## config.mk

```make
export PLATFORM = sky130hd
export DESIGN_NAME = ptp_tx_gen
export DESIGN_NICKNAME = d
export VERILOG_FILES = /design/src/rtl/ptp_pkg.sv /design/src/rtl/ptp_sync_timer.sv /design/src/rtl/ptp_tx_gen.sv
export SDC_FILE = /design/constraint.sdc
export NUM_CORES = 1
export LEC_CHECK = 0
export ABC_AREA = 1
export CORE_ASPECT_RATIO = 0.5
export CORE_MARGIN = 3
export CORE_UTILIZATION = 50
export CTS_BUF_LIST = sky130_fd_sc_hd__clkbuf_4 sky130_fd_sc_hd__clkbuf_8
export CTS_CLUSTER_SIZE = 16
export DETAILED_ROUTE_END_ITERATION = 8
export GPL_ROUTABILITY_DRIVEN = 0
export HOLD_SLACK_MARGIN = 0.03
export PLACE_DENSITY_LB_ADDON = 0.05
export SLEW_MARGIN = 0
export SYNTH_ARGS = -nofsm -noshare
export SYNTH_HDL_FRONTEND = slang
export SYNTH_HIERARCHICAL = 1
export SYNTH_SLANG_ARGS = --single-unit
```

## constraint.sdc

```tcl
create_clock -name clk -period 5.9 [get_ports clk]
set_input_delay 1.77 -clock clk [delete_from_list [all_inputs] [get_ports clk]]
set_output_delay 1.77 -clock clk [all_outputs]
set_load 0.01 [all_outputs]
```

## src/rtl/ptp_pkg.sv

```systemverilog
// Shared constants and FSM encoding for the PTP transmit generator.
package ptp_pkg;

  localparam logic [3:0]  PTP_SYNC        = 4'd1;
  localparam logic [3:0]  PTP_DREQ        = 4'd3;
  localparam logic [3:0]  PTP_DRESQ       = 4'd4;
  localparam logic [15:0] PTP_ETHERTYPE   = 16'h88F7;
  localparam logic [7:0]  PTP_VERSION     = 8'h02;
  localparam int          PTP_FRAME_BEATS = 8;

  typedef enum logic [1:0] {
    ST_IDLE,
    ST_SEND,
    ST_DONE
  } tx_state_t;

endpackage

```

## src/rtl/ptp_sync_timer.sv

```systemverilog
// Sync period counter: counts 0..PERIOD-1 while enabled, held at 0 otherwise.
// wrap pulses for one cycle in the last count of each period.
module ptp_sync_timer
  import ptp_pkg::*;
#(
  parameter logic [31:0] PERIOD = 32'd125000
) (
  input  logic clk,
  input  logic reset,
  input  logic en,
  output logic wrap
);

  logic [31:0] cnt;

  assign wrap = en && (cnt == PERIOD - 32'd1);

  always_ff @(posedge clk or negedge reset) begin
    if (!reset) begin
      cnt <= '0;
    end else if (!en || wrap) begin
      cnt <= '0;
    end else begin
      cnt <= cnt + 32'd1;
    end
  end

endmodule

```

## src/rtl/ptp_tx_gen.sv

```systemverilog
// PTP transmit generator: sync/delay-req/delay-resp requests become 8-beat frames on a valid/ready stream.
// Per-type frame counters are built only when PTP_TX_STATS_EN is defined.
module ptp_tx_gen
  import ptp_pkg::*;
#(
  parameter logic [31:0] SYNC_PERIOD = 32'd125000,
  parameter logic [47:0] DST_MAC     = 48'h011B19000000,
  parameter logic [47:0] SRC_MAC     = 48'h000A35000001
) (
  input  logic        clk,
  input  logic        reset,
  input  logic        m_or_s,
  input  logic        sync_en,
  input  logic        send_dreq_pkt,
  input  logic        send_dresq_pkt,
  input  logic [63:0] resp_ts,
  input  logic [63:0] local_time,
  output logic [63:0] pkt_data,
  output logic        pkt_valid,
  output logic        pkt_sop,
  output logic        pkt_eop,
  input  logic        pkt_ready,
  output logic [3:0]  ptp_send_type,
  output logic        ptp_send_type_valid,
  output logic [63:0] tx_ts,
  output logic [15:0] drop_cnt,
  output logic [31:0] stat_sync_cnt,
  output logic [31:0] stat_dreq_cnt,
  output logic [31:0] stat_dresq_cnt
);

  localparam logic [2:0] LAST_BEAT = 3'(PTP_FRAME_BEATS - 1);

  tx_state_t   state;
  logic        sync_wrap;
  logic        pend_sync, pend_dreq, pend_dresq;
  logic [63:0] resp_ts_q, frame_resp, tx_ts_q;
  logic [3:0]  cur_type, sel_type;
  logic [15:0] cur_seq, sel_seq;
  logic [15:0] seq_sync, seq_dreq, seq_dresq;
  logic [2:0]  beat;
  logic        take, clr_sync, clr_dreq, clr_dresq;
  logic [1:0]  drop_inc;
  logic [16:0] drop_sum;

  ptp_sync_timer #(.PERIOD(SYNC_PERIOD)) u_sync_timer (
    .clk   (clk),
    .reset (reset),
    .en    (m_or_s && sync_en),
    .wrap  (sync_wrap)
  );

  assign take      = (state == ST_IDLE) && (pend_sync || pend_dreq || pend_dresq);
  assign clr_dresq = take && pend_dresq;
  assign clr_dreq  = take && pend_dreq && !pend_dresq;
  assign clr_sync  = take && pend_sync && !pend_dreq && !pend_dresq;

  // A request only counts as lost if its flag is set and not being consumed this cycle.
  assign drop_inc = {1'b0, sync_wrap && pend_sync && !clr_sync}
                  + {1'b0, send_dreq_pkt && pend_dreq && !clr_dreq}
                  + {1'b0, send_dresq_pkt && pend_dresq && !clr_dresq};
  assign drop_sum = {1'b0, drop_cnt} + 17'(drop_inc);

  always_comb begin
    sel_type = PTP_SYNC;
    sel_seq  = seq_sync;
    if (pend_dresq) begin
      sel_type = PTP_DRESQ;
      sel_seq  = seq_dresq;
    end else if (pend_dreq) begin
      sel_type = PTP_DREQ;
      sel_seq  = seq_dreq;
    end
  end

  always_ff @(posedge clk or negedge reset) begin
    if (!reset) begin
      pend_sync  <= 1'b0;
      pend_dreq  <= 1'b0;
      pend_dresq <= 1'b0;
      resp_ts_q  <= '0;
      drop_cnt   <= '0;
    end else begin
      pend_sync  <= sync_wrap || (pend_sync && !clr_sync);
      pend_dreq  <= send_dreq_pkt || (pend_dreq && !clr_dreq);
      pend_dresq <= send_dresq_pkt || (pend_dresq && !clr_dresq);
      if (send_dresq_pkt && !(pend_dresq && !clr_dresq)) begin
        resp_ts_q <= resp_ts;
      end
      drop_cnt <= drop_sum[16] ? 16'hFFFF : drop_sum[15:0];
    end
  end

  always_ff @(posedge clk or negedge reset) begin
    if (!reset) begin
      state               <= ST_IDLE;
      beat                <= '0;
      cur_type            <= '0;
      cur_seq             <= '0;
      frame_resp          <= '0;
      tx_ts_q             <= '0;
      seq_sync            <= '0;
      seq_dreq            <= '0;
      seq_dresq           <= '0;
      ptp_send_type       <= '0;
      ptp_send_type_valid <= 1'b0;
      tx_ts               <= '0;
    end else begin
      ptp_send_type_valid <= 1'b0;
      case (state)
        ST_IDLE: begin
          if (take) begin
            cur_type   <= sel_type;
            cur_seq    <= sel_seq;
            frame_resp <= resp_ts_q;
            beat       <= '0;
            state      <= ST_SEND;
          end
        end
        ST_SEND: begin
          if (pkt_ready) begin
            if (beat == 3'd0) tx_ts_q <= local_time;
            beat <= beat + 3'd1;
            if (beat == LAST_BEAT) state <= ST_DONE;
          end
        end
        ST_DONE: begin
          ptp_send_type_valid <= 1'b1;
          ptp_send_type       <= cur_type;
          tx_ts               <= tx_ts_q;
          case (cur_type)
            PTP_DRESQ: seq_dresq <= seq_dresq + 16'd1;
            PTP_DREQ:  seq_dreq  <= seq_dreq + 16'd1;
            default:   seq_sync  <= seq_sync + 16'd1;
          endcase
          state <= ST_IDLE;
        end
        default: state <= ST_IDLE;
      endcase
    end
  end

  assign pkt_valid = (state == ST_SEND);
  assign pkt_sop   = pkt_valid && (beat == 3'd0);
  assign pkt_eop   = pkt_valid && (beat == LAST_BEAT);

  always_comb begin
    pkt_data = '0;
    if (pkt_valid) begin
      case (beat)
        3'd0:    pkt_data = {DST_MAC, SRC_MAC[47:32]};
        3'd1:    pkt_data = {SRC_MAC[31:0], PTP_ETHERTYPE, 4'h0, cur_type, PTP_VERSION};
        3'd2:    pkt_data = {cur_seq, 48'h0};
        3'd3:    pkt_data = tx_ts_q;
        3'd4:    pkt_data = (cur_type == PTP_DRESQ) ? frame_resp : 64'h0;
        default: pkt_data = '0;
      endcase
    end
  end

`ifdef PTP_TX_STATS_EN
  logic [31:0] st_sync, st_dreq, st_dresq;

  always_ff @(posedge clk or negedge reset) begin
    if (!reset) begin
      st_sync  <= '0;
      st_dreq  <= '0;
      st_dresq <= '0;
    end else if (state == ST_DONE) begin
      case (cur_type)
        PTP_DRESQ: st_dresq <= st_dresq + 32'd1;
        PTP_DREQ:  st_dreq  <= st_dreq + 32'd1;
        default:   st_sync  <= st_sync + 32'd1;
      endcase
    end
  end

  assign stat_sync_cnt  = st_sync;
  assign stat_dreq_cnt  = st_dreq;
  assign stat_dresq_cnt = st_dresq;
`else
  assign stat_sync_cnt  = 32'h0;
  assign stat_dreq_cnt  = 32'h0;
  assign stat_dresq_cnt = 32'h0;
`endif

endmodule

```

Word level (Yosys, flattened, before mapping)
Index checks and enable logic that the tools add are counted.
{"block": "op_classes", "n_lt_le_gt_ge": 0, "n_eq_ne": 13, "mul": 0, "mux": 17, "reduce_logical": 45, "add_sub_neg": 8, "div_mod_pow": 0, "n_shift": 0, "bitwise_logic": 1}
{"op": "one-hot mux 64 bit (5 select lines)", "count": 1}
{"op": "two-way mux 64 bit", "count": 2}
{"op": "adder 16 x 1 -> 16 bit, second input constant", "count": 3}
{"op": "two-way mux 16 bit", "count": 3}
{"op": "adder 32 x 1 -> 32 bit, second input constant", "count": 1}
{"op": "== test 32 x 17 -> 1 bit, second input constant", "count": 1}
{"op": "two-way mux 32 bit", "count": 1}
{"op": "logical AND 1 bit", "count": 21}
{"op": "adder 16 x 2 -> 17 bit", "count": 1}
{"op": "AND reduction 3 bit", "count": 3}
{"op": "two-way mux 2 bit", "count": 4}
{"op": "AND reduction 2 bit", "count": 4}
{"op": "zero test 1 bit", "count": 7}
{"op": "== test 3 x 2 -> 1 bit, second input constant", "count": 2}
{"op": "== test 3 bit, second input constant", "count": 2}
{"op": "logical OR 1 bit", "count": 6}
{"op": "two-way mux 3 bit", "count": 2}
{"op": "one-hot mux 3 bit (2 select lines)", "count": 1}
{"op": "== test 4 x 2 -> 1 bit, second input constant", "count": 1}
{"op": "== test 4 x 3 -> 1 bit, second input constant", "count": 1}
{"op": "two-way mux 4 bit", "count": 1}
{"op": "!= test 2 x 1 -> 1 bit, second input constant", "count": 2}
{"op": "one-hot mux 2 bit (2 select lines)", "count": 1}
{"op": "adder 3 x 1 -> 3 bit, second input constant", "count": 1}
{"op": "12 further kinds", "count": 12}
{"block": "totals", "word_cells": 102, "rom_bits": 0, "latch_bits": 0, "out_inout_bits": 248, "inputBits": 135, "mem_bits_rw": 0, "memories": 0, "ff_bits": 385}

Logic depth before layout (Yosys ltp)
{"block": "depth", "word_depth": 12, "depth_mapped": 19, "ltp_nobuf": 19}

Modules after synthesis
The synthesis kept the hierarchy.
{"module": "ptp_tx_gen", "area_per_inst_um2": 16540.9, "n_inst": 1, "seq_area_each_um2": 8783.4, "cells_each": 1993}
{"module": "ptp_sync_timer", "area_per_inst_um2": 2159.6, "n_inst": 1, "seq_area_each_um2": 800.8, "cells_each": 339}

Worst setup path before layout
No wires, ideal clock.
{"block": "synth_timing", "path_kind": "input to register", "from": "in send_dresq_pkt", "to": "reg drop_cnt[10]", "path_buffers": 3, "path_stages": 14, "slack_ns": 1.569, "t_required_ns": 5.771, "setup_ns": 0.129, "t_arrival_ns": 4.202, "path_cell_list": "clkbuf_1 -> buf_1 -> nand3_1 -> fa_1 -> inv_1 -> ha_1 -> fa_1 -> nand2_1 -> inv_1 -> nand3_2 -> nor2_4 -> nand3b_2 -> buf_2 -> nand3_1"}
{"block": "synth_between", "elab_chain_cells": 5}
{"item": "start, declared", "line_no": "ptp_tx_gen.sv:15", "source": "input logic send_dresq_pkt,"}
{"item": "logical AND 1 bit (2 in a row)", "line_no": "ptp_tx_gen.sv:61", "source": "+ {1'b0, send_dresq_pkt && pend_dresq && !clr_dresq};"}
{"item": "adder 2 x 1 -> 2 bit", "line_no": "ptp_tx_gen.sv:61"}
{"item": "adder 16 x 2 -> 17 bit", "line_no": "ptp_tx_gen.sv:62", "source": "assign drop_sum = {1'b0, drop_cnt} + 17'(drop_inc);"}
{"item": "two-way mux 16 bit", "line_no": "ptp_tx_gen.sv:90", "source": "drop_cnt <= drop_sum[16] ? 16'hFFFF : drop_sum[15:0];"}
{"item": "end signal, assigned", "line_no": "ptp_tx_gen.sv:90"}
{"item": "end, declared", "line_no": "ptp_tx_gen.sv:26", "source": "output logic [15:0] drop_cnt,"}
Every way passes these cells.
A chain may end at the register's enable or synchronous reset.

Worst setup path after layout
{"block": "layout_timing", "from": "reg beat[0]", "to": "out pkt_data[43]"}
{"block": "layout_between", "elab_chain_cells": 3, "elab_cells_between_ends": 7, "classes_between": "eq/ne: 4; mux: 2; reduce/logical: 1"}
{"item": "start, declared", "line_no": "ptp_tx_gen.sv:41", "source": "logic [2:0] beat;"}
{"item": "start signal, assigned", "line_no": "ptp_tx_gen.sv:123", "source": "beat <= beat + 3'd1;"}
{"item": "== test 3 bit, or another cell as far along", "line_no": "ptp_tx_gen.sv:150", "source": "case (beat)"}
{"item": "one-hot mux 64 bit (5 select lines) *", "line_no": "ptp_tx_gen.sv:150"}
{"item": "two-way mux 64 bit *", "line_no": "ptp_tx_gen.sv:149", "source": "if (pkt_valid) begin"}
{"item": "end, declared", "line_no": "ptp_tx_gen.sv:18", "source": "output logic [63:0] pkt_data,"}
Mark *: on every way between the ends. The rest lies on a longest branch, timed or not.

==> results.yml <==
outcome:
  status: "complete, no violations"
cts:
  cts_hold_buf: 0
  cts_root_buf: "clkbuf_8"
  cts_buffer_depth: 3
  post_cts_buffers: 0
  cts_max_level: 2
  cts_resized: 0
  clock_latency_ns: 0.63
  cts_made_buffers: 55
  cts_tree: "done"
  clock-sinks: 383
  path_clk_slew_ns: 0.07
critical_path:
  cp_num_buf_inv: 3
  worstSetupEndpointType: "output port"
  r2r_end: "drop_cnt[15]"
  worstSetupPathType: "flip-flop to output port"
  rr_startpoint: "pend_dreq"
  critPathSlowestCell: "clkdlybuf4s50_1"
  reg2reg_setup_slack_ns: 2.31
  start_kind: "flip-flop"
  path_max_fanout: 37
  required_ns: 4.13
  cp_cell_sequence: "inv_1 -> ha_1 -> o21ai_0 -> nand4_1 -> nand2_2 -> buf_4 -> a31oi_1 -> clkdlybuf4s50_1"
  path_delay_family: "buffers and inverters"
  critPathArrivalTime_ns: 3.64
  slowest_delay_ns: 0.56
  rr_worst_depth: 17
synth:
  synth_edf_count: 0
  async_reset_ff_share_pct: 100
  yosys.cell_count.top_type: "nand2_1"
  synth_cells: 2332
  synth.avg_cell_area_um2: 8.02
  yosysTopAreaCell: "dfrtp_1"
  synthTopCellsByCount: "nand2_1 (786), dfrtp_1 (383), nor2_1 (216)"
  synth.distinct_cells: 38
  yosys_warnings: 6
  yosys_most_used_dff: "dfrtp_1"
  synthDominantCellAreaShare_pct: 51.3
  syn-cell-area_um2: 18700
  synth_seq_cells: 383
  synthTopCellsByArea: "dfrtp_1 (51%), nand2_1 (16%), nand3_1 (4.8%)"
  yosysSeqAreaShare_pct: 51.3
sta:
  tns_ns: 0
  hold_slack_ns: 0.455
  slew_headroom_pct: 22.2
  setup_viol: 0
  finalClockSkew_ns: 0.0262
  hold_viol: 0
  period_share_pct: 91.6
  fin_crit_ns: 5.41
  worst_pin_slew_ns: 1.16
  timing.fmax_mhz: 185
  rsz0062_at_grt: "no"
  drv_slew: 0
global_route:
  grt-ovfl-total: 0
  first_global_vias: 14800
  grt_pass1_wl_um: 81100
  grt_usage_pct: 25.5
  antenna_found_initial: 6
  grt_max_degree: 107
hold_path:
  hold-path-cell-count: 2
  hold_path_class: "flip-flop to flip-flop"
  hold_end: "frame_resp[27]"
  min-delay-start: "resp_ts_q[27]"
floorplanning:
  initial_core_util_pct: 51.4
  num_rows: 49
  dieArea_um2: 39900
  die_h_um: 143
  core_area_um2: 36400
  io_pins: 383
  fp.dieW_um: 280
final_layout:
  drive_above_1_share_pct: 6.27
  fin_cells: 3119
  fin_nets: 2738
  area_growth_syn_to_layout_pct: 21.1
power:
  p_leak_nw: 10.7
  power_density_nw_per_um2: 399
  ir_drop_mv: 0.338
  p_total_mw: 9.03
route:
  routed_wl_um: 50800
  drt_first_pass_iters: 5
  via_per_inst: 4.99
  drc_errors: 0
  wire_per_inst_um: 16.3
  ant_nets: 0
  drtIter0Drc: 1078
  dr_total_vias: 15600
place:
  place.port_buffers: 285
  placed_cells: 3016
  dp_hpwl_um: 35100
flow_run:
  drv_cap: 0
[through the flow]
stage	setup slack (ns)	util, %	cell area (µm²)
2_1_floorplan	1.57	-	19100
3_3_place_gp	1.18	58.8	21400
3_5_place_dp	1.13	58.8	21400
4_1_cts	0.445	62.1	22600
5_1_grt	0.178	62.2	22600
6_report	0.495	62.2	22600
[report_power, final]
group          internal (mW)  switching (mW)
logic                   1.16            1.74
clock network           1.23            1.05
registers               3.39           0.448
[worst register-to-register path: stages, from the launching register on]
cell and delay (ns):
dfrtp_1 0.67, nor2_1 0.14, nand2_1 0.13, nand2_4 0.05, nor2_2 0.08, buf_4 0.30
nand2_1 0.18, nand3_1 0.14, fa_1 0.42, inv_1 0.07, ha_1 0.18, fa_1 0.20
nand2_1 0.08, inv_1 0.09, nand3_2 0.13, nor2_4 0.18, nand3b_2 0.29, nand3_1 0.19
[per-layer routing]
| layer | share of wire, % | vias to the layer above | GRT usage [%] |
|---|---|---|---|
| li1 | - | 7713 | - |
| met1 | 44 | 7376 | 34.5 |
| met2 | 48 | 405 | 43.1 |
| met3 | 4.5 | 79 | 3.77 |
| met4 | 2.7 | 0 | 7.96 |
| met5 | 0 | - | 0 |
[kinds of logic (layout without fill, tap and decap cells)]
family / count (synthesis) / count (layout) / share of synthesized area, %
adder cells (fa/ha/maj): 14 / 14 / 1.02
AO/OA/AOI/OAI: 278 / 278 / 8.03
flip-flops: 383 / 383 / 51.3
AND/OR/NAND/NOR: 1246 / 1246 / 27.6
XOR/XNOR: 36 / 36 / 1.69
buffers and inverters: 374 / 576 / 10.4
other: 1 / 102 / 0.0201
[final cells by class]
type                    instances  area (µm²)
fillers                      3381       13800
flip-flops and latches        383        9580
multi-input cells            1671        7560
repair buffers                305        3030
clock buffers                  86        1100
inverters                     173         651
well taps                     484         606
clock inverters                12        95.1
diodes                          5        12.5
[cell usage in the layout (no fill, tap or decap), types with 6 or more instances in the layout]
| master | count |
|---|---|
| clkdlybuf4s50_1 | 283 |
| dfrtp_1 | 383 |
| nor2_1 | 215 |
| nand3_1 | 180 |
| nand3b_1 | 7 |
| xor2_1 | 30 |
| nand2_4 | 6 |
| a31oi_1 | 14 |
| conb_1 | 97 |
| o21ai_1 | 14 |
| xnor2_1 | 6 |
| nor2_2 | 9 |
| nor3_1 | 8 |
| ha_1 | 11 |
| clkinv_2 | 9 |
| nand2_1 | 784 |
| clkbuf_4 | 13 |
| nand4_1 | 14 |
| o21ai_0 | 164 |
| a22oi_1 | 30 |
| buf_4 | 18 |
| nor2_4 | 10 |
| inv_1 | 167 |
| clkbuf_8 | 73 |
| a21oi_1 | 47 |
[how the worst max path moves through the flow]
stage	cells after the start	start	slack, ns	end
final	8	beat[0]	0.49	pkt_data[43]
after global routing	8	beat[0]	0.18	pkt_data[43]
after CTS	8	beat[0]	0.45	pkt_data[43]
after detailed placement	16	m_or_s	1.13	drop_cnt[2]
after global placement	16	m_or_s	1.18	drop_cnt[2]
after floorplan	14	send_dresq_pkt	1.57	drop_cnt[10]
[registers in the layout, indices dropped and copies added (netlist names)]
signal and flops:
cur_seq 16, pend_dresq 1, resp_ts_q 64, frame_resp 64, tx_ts 64, ptp_send_type_valid 1
cur_type 3, state 2, pend_sync 1, seq_dresq 16, u_sync_timer/cnt 32, tx_ts_q 64
ptp_send_type 3, pend_dreq 1, drop_cnt 16, seq_dreq 16, beat 3, seq_sync 16
No activity file was read; power rests on OpenSTA's default activity.
==> patch: new RTL, same settings <==
The 3 states of `tx_state_t` get a one-hot encoding in 3 bits.
--- a/src/rtl/ptp_pkg.sv
+++ b/src/rtl/ptp_pkg.sv
@@ -9,8 +9,8 @@
   localparam int          PTP_FRAME_BEATS = 8;
 
-  typedef enum logic [1:0] {
-    ST_IDLE,
-    ST_SEND,
-    ST_DONE
+  typedef enum logic [2:0] {
+    ST_IDLE = 3'b001,
+    ST_SEND = 3'b010,
+    ST_DONE = 3'b100
   } tx_state_t;
 
Behaviour: no difference found for any inputs over 4 cycles, from zero or initial values and one cycle with reset low; so few cycles prove little.
==> patch against the unedited design <==
  * Sequential cell count up 1
  * Non-clock buffer count unchanged
  * Die area up 1.4%
  * Global-route usage up 2.0 points
  * Design area up 1.5%
  * Wire length up 10%
  * Setup slack better by 0.29 ns
  * Register-to-register slack worse by 0.66 ns
  * Total power down 6.2%
  * Via count up 4.9%
  * Clock power up 6%
  * Maximum frequency up 5.8%
  * Area after synthesis up 1.4%
  * Critical path type unchanged
==> patch: results (changes against the unedited design) <==
GRT:
- The initial antenna violation count was 0 (was 6).
- The global-route usage over all layers was 27.5% (was 25.5%).
- The pin count of the biggest net entering global routing is 115 (was 107).
- The first-pass GRT wire length is 87.2 mm (was 81.1 mm).
- The via count of the first global-routing pass is 15.7k (was 14.8k).

Drt:
- The detailed route wirelength on metal2 is 26.9 mm (was 24.6 mm).
- The per-cell via count in the routed design was 5.10 (was 4.99).
- The met1 wire length is 24.0 mm (was 22.6 mm).
- The final routed wire length divided by cell count was 17.5 µm (was 16.3 µm).
- The first-iteration detailed-routing DRC count is 1469 (was 1078).

Synth:
- Commonest cells in the synthesized netlist: sky130_fd_sc_hd__nand2_1 (924), sky130_fd_sc_hd__dfrtp_1 (383), sky130_fd_sc_hd__nor2_1 (235), sky130_fd_sc_hd__nand3_1 (158), sky130_fd_sc_hd__inv_1 (157) (was sky130_fd_sc_hd__nand2_1 (786), sky130_fd_sc_hd__dfrtp_1 (383), sky130_fd_sc_hd__nor2_1 (216), sky130_fd_sc_hd__nand3_1 (180), sky130_fd_sc_hd__inv_1 (167)).
- The area share of xor/xnor cells in the synthesized design came to 1.75% (was 1.69%).
- The post-synthesis async set-or-reset flop share came to 100% (unchanged).
- The distinct cell type count after synthesis is 37 (was 38).
- The sequential-to-total area share from yosys stat is 50.7% (was 51.3%).
- The share of the synthesized area in compound gates (AO/OA/AOI/OAI) came to 7.00% (was 8.03%).
- The adder-cell area share of the yosys netlist is 1.00% (was 1.02%).
- Top post-synthesis cells by area: sky130_fd_sc_hd__dfrtp_1 (51%), sky130_fd_sc_hd__nand2_1 (18%), sky130_fd_sc_hd__nor2_1 (4.6%) (was sky130_fd_sc_hd__dfrtp_1 (51%), sky130_fd_sc_hd__nand2_1 (16%), sky130_fd_sc_hd__nand3_1 (4.8%)).

Critical path:
- The worst reg2reg path depth was 18 (was 17).
- The destination of the worst register-to-register timing path was drop_cnt[2]$_DFF_PN0_ (was drop_cnt[15]$_DFF_PN0_).
- The longest individual stage delay on the worst path came to 0.54 ns (was 0.56 ns).
- The setup slack of the most critical reg-to-reg path is 1.65 ns (was 2.31 ns).
- The critical path capture point was pkt_data[11] (was pkt_data[43]).

Layout:
- The count of fill cells added during filler insertion is 3259 (was 3381).
- The proportion of layout cells with a drive suffix above 1 came to 6.45% (was 6.27%).
- The net count of the finished layout is 2820 (was 2738).

Placement:
- The post-placement setup slack is 1.08 ns (was 1.13 ns).
- The number of port buffers is 285 (unchanged).
- The post-detailed-placement half-perimeter wirelength was 39.1 mm (was 35.1 mm).

STA:
- The worst slew slack as a fraction of its limit was 23.3% (was 22.2%).
- The largest clock skew in the final design came to 0.0425 ns (was 0.0262 ns).
- The setup slack after layout is 0.790 ns (was 0.495 ns).

Run status:
- Result of the run: finished clean (unchanged).

Min path:
- The startpoint of the worst hold path is resp_ts_q[31]$_DFFE_PN0P_ (was resp_ts_q[27]$_DFFE_PN0P_).
- The endpoint of the worst hold path is frame_resp[31]$_DFFE_PN0P_ (was frame_resp[27]$_DFFE_PN0P_).

Power:
- The static leakage was 11.0 nW (was 10.7 nW).
- The worst vdd rail ir drop is 309 µV (was 338 µV).
-- patch: stage by stage --
step / cell area, µm² / util, % / instances
floorplan: 19300 / - / 2512
global placement: 21700 / 59.2 / 3098
detailed placement: 21700 / 59.2 / 3098
CTS: 23000 / 62.7 / 3197
global route: 23000 / 62.7 / 3197
finish: 23000 / 62.7 / 3201
-- patch: power breakdown --
part / internal (mW) / switching (mW) / leakage (nW)
clock: 1.36 / 1.07 / 0.671
sequential: 3.29 / 0.433 / 5.00
combinational: 0.763 / 1.56 / 5.35
total: 5.41 / 3.06 / 11.0
-- patch: cell type report --
cell class / instances / share of cell area (%)
clock inverters: 10 / 0.653
repair buffers: 305 / 13.2
well taps: 484 / 2.63
inverters: 164 / 2.68
diodes: 4 / 0.0435
flip-flops and latches: 384 / 41.8
multi-input cells: 1761 / 34.2
clock buffers: 89 / 4.81
-- patch: routing by layer --
metal,track usage [%],vias to the layer above
met5,0,-
met4,8.46,0
met3,5.60,99
met2,45.7,493
met1,36.8,7837
li1,-,7905
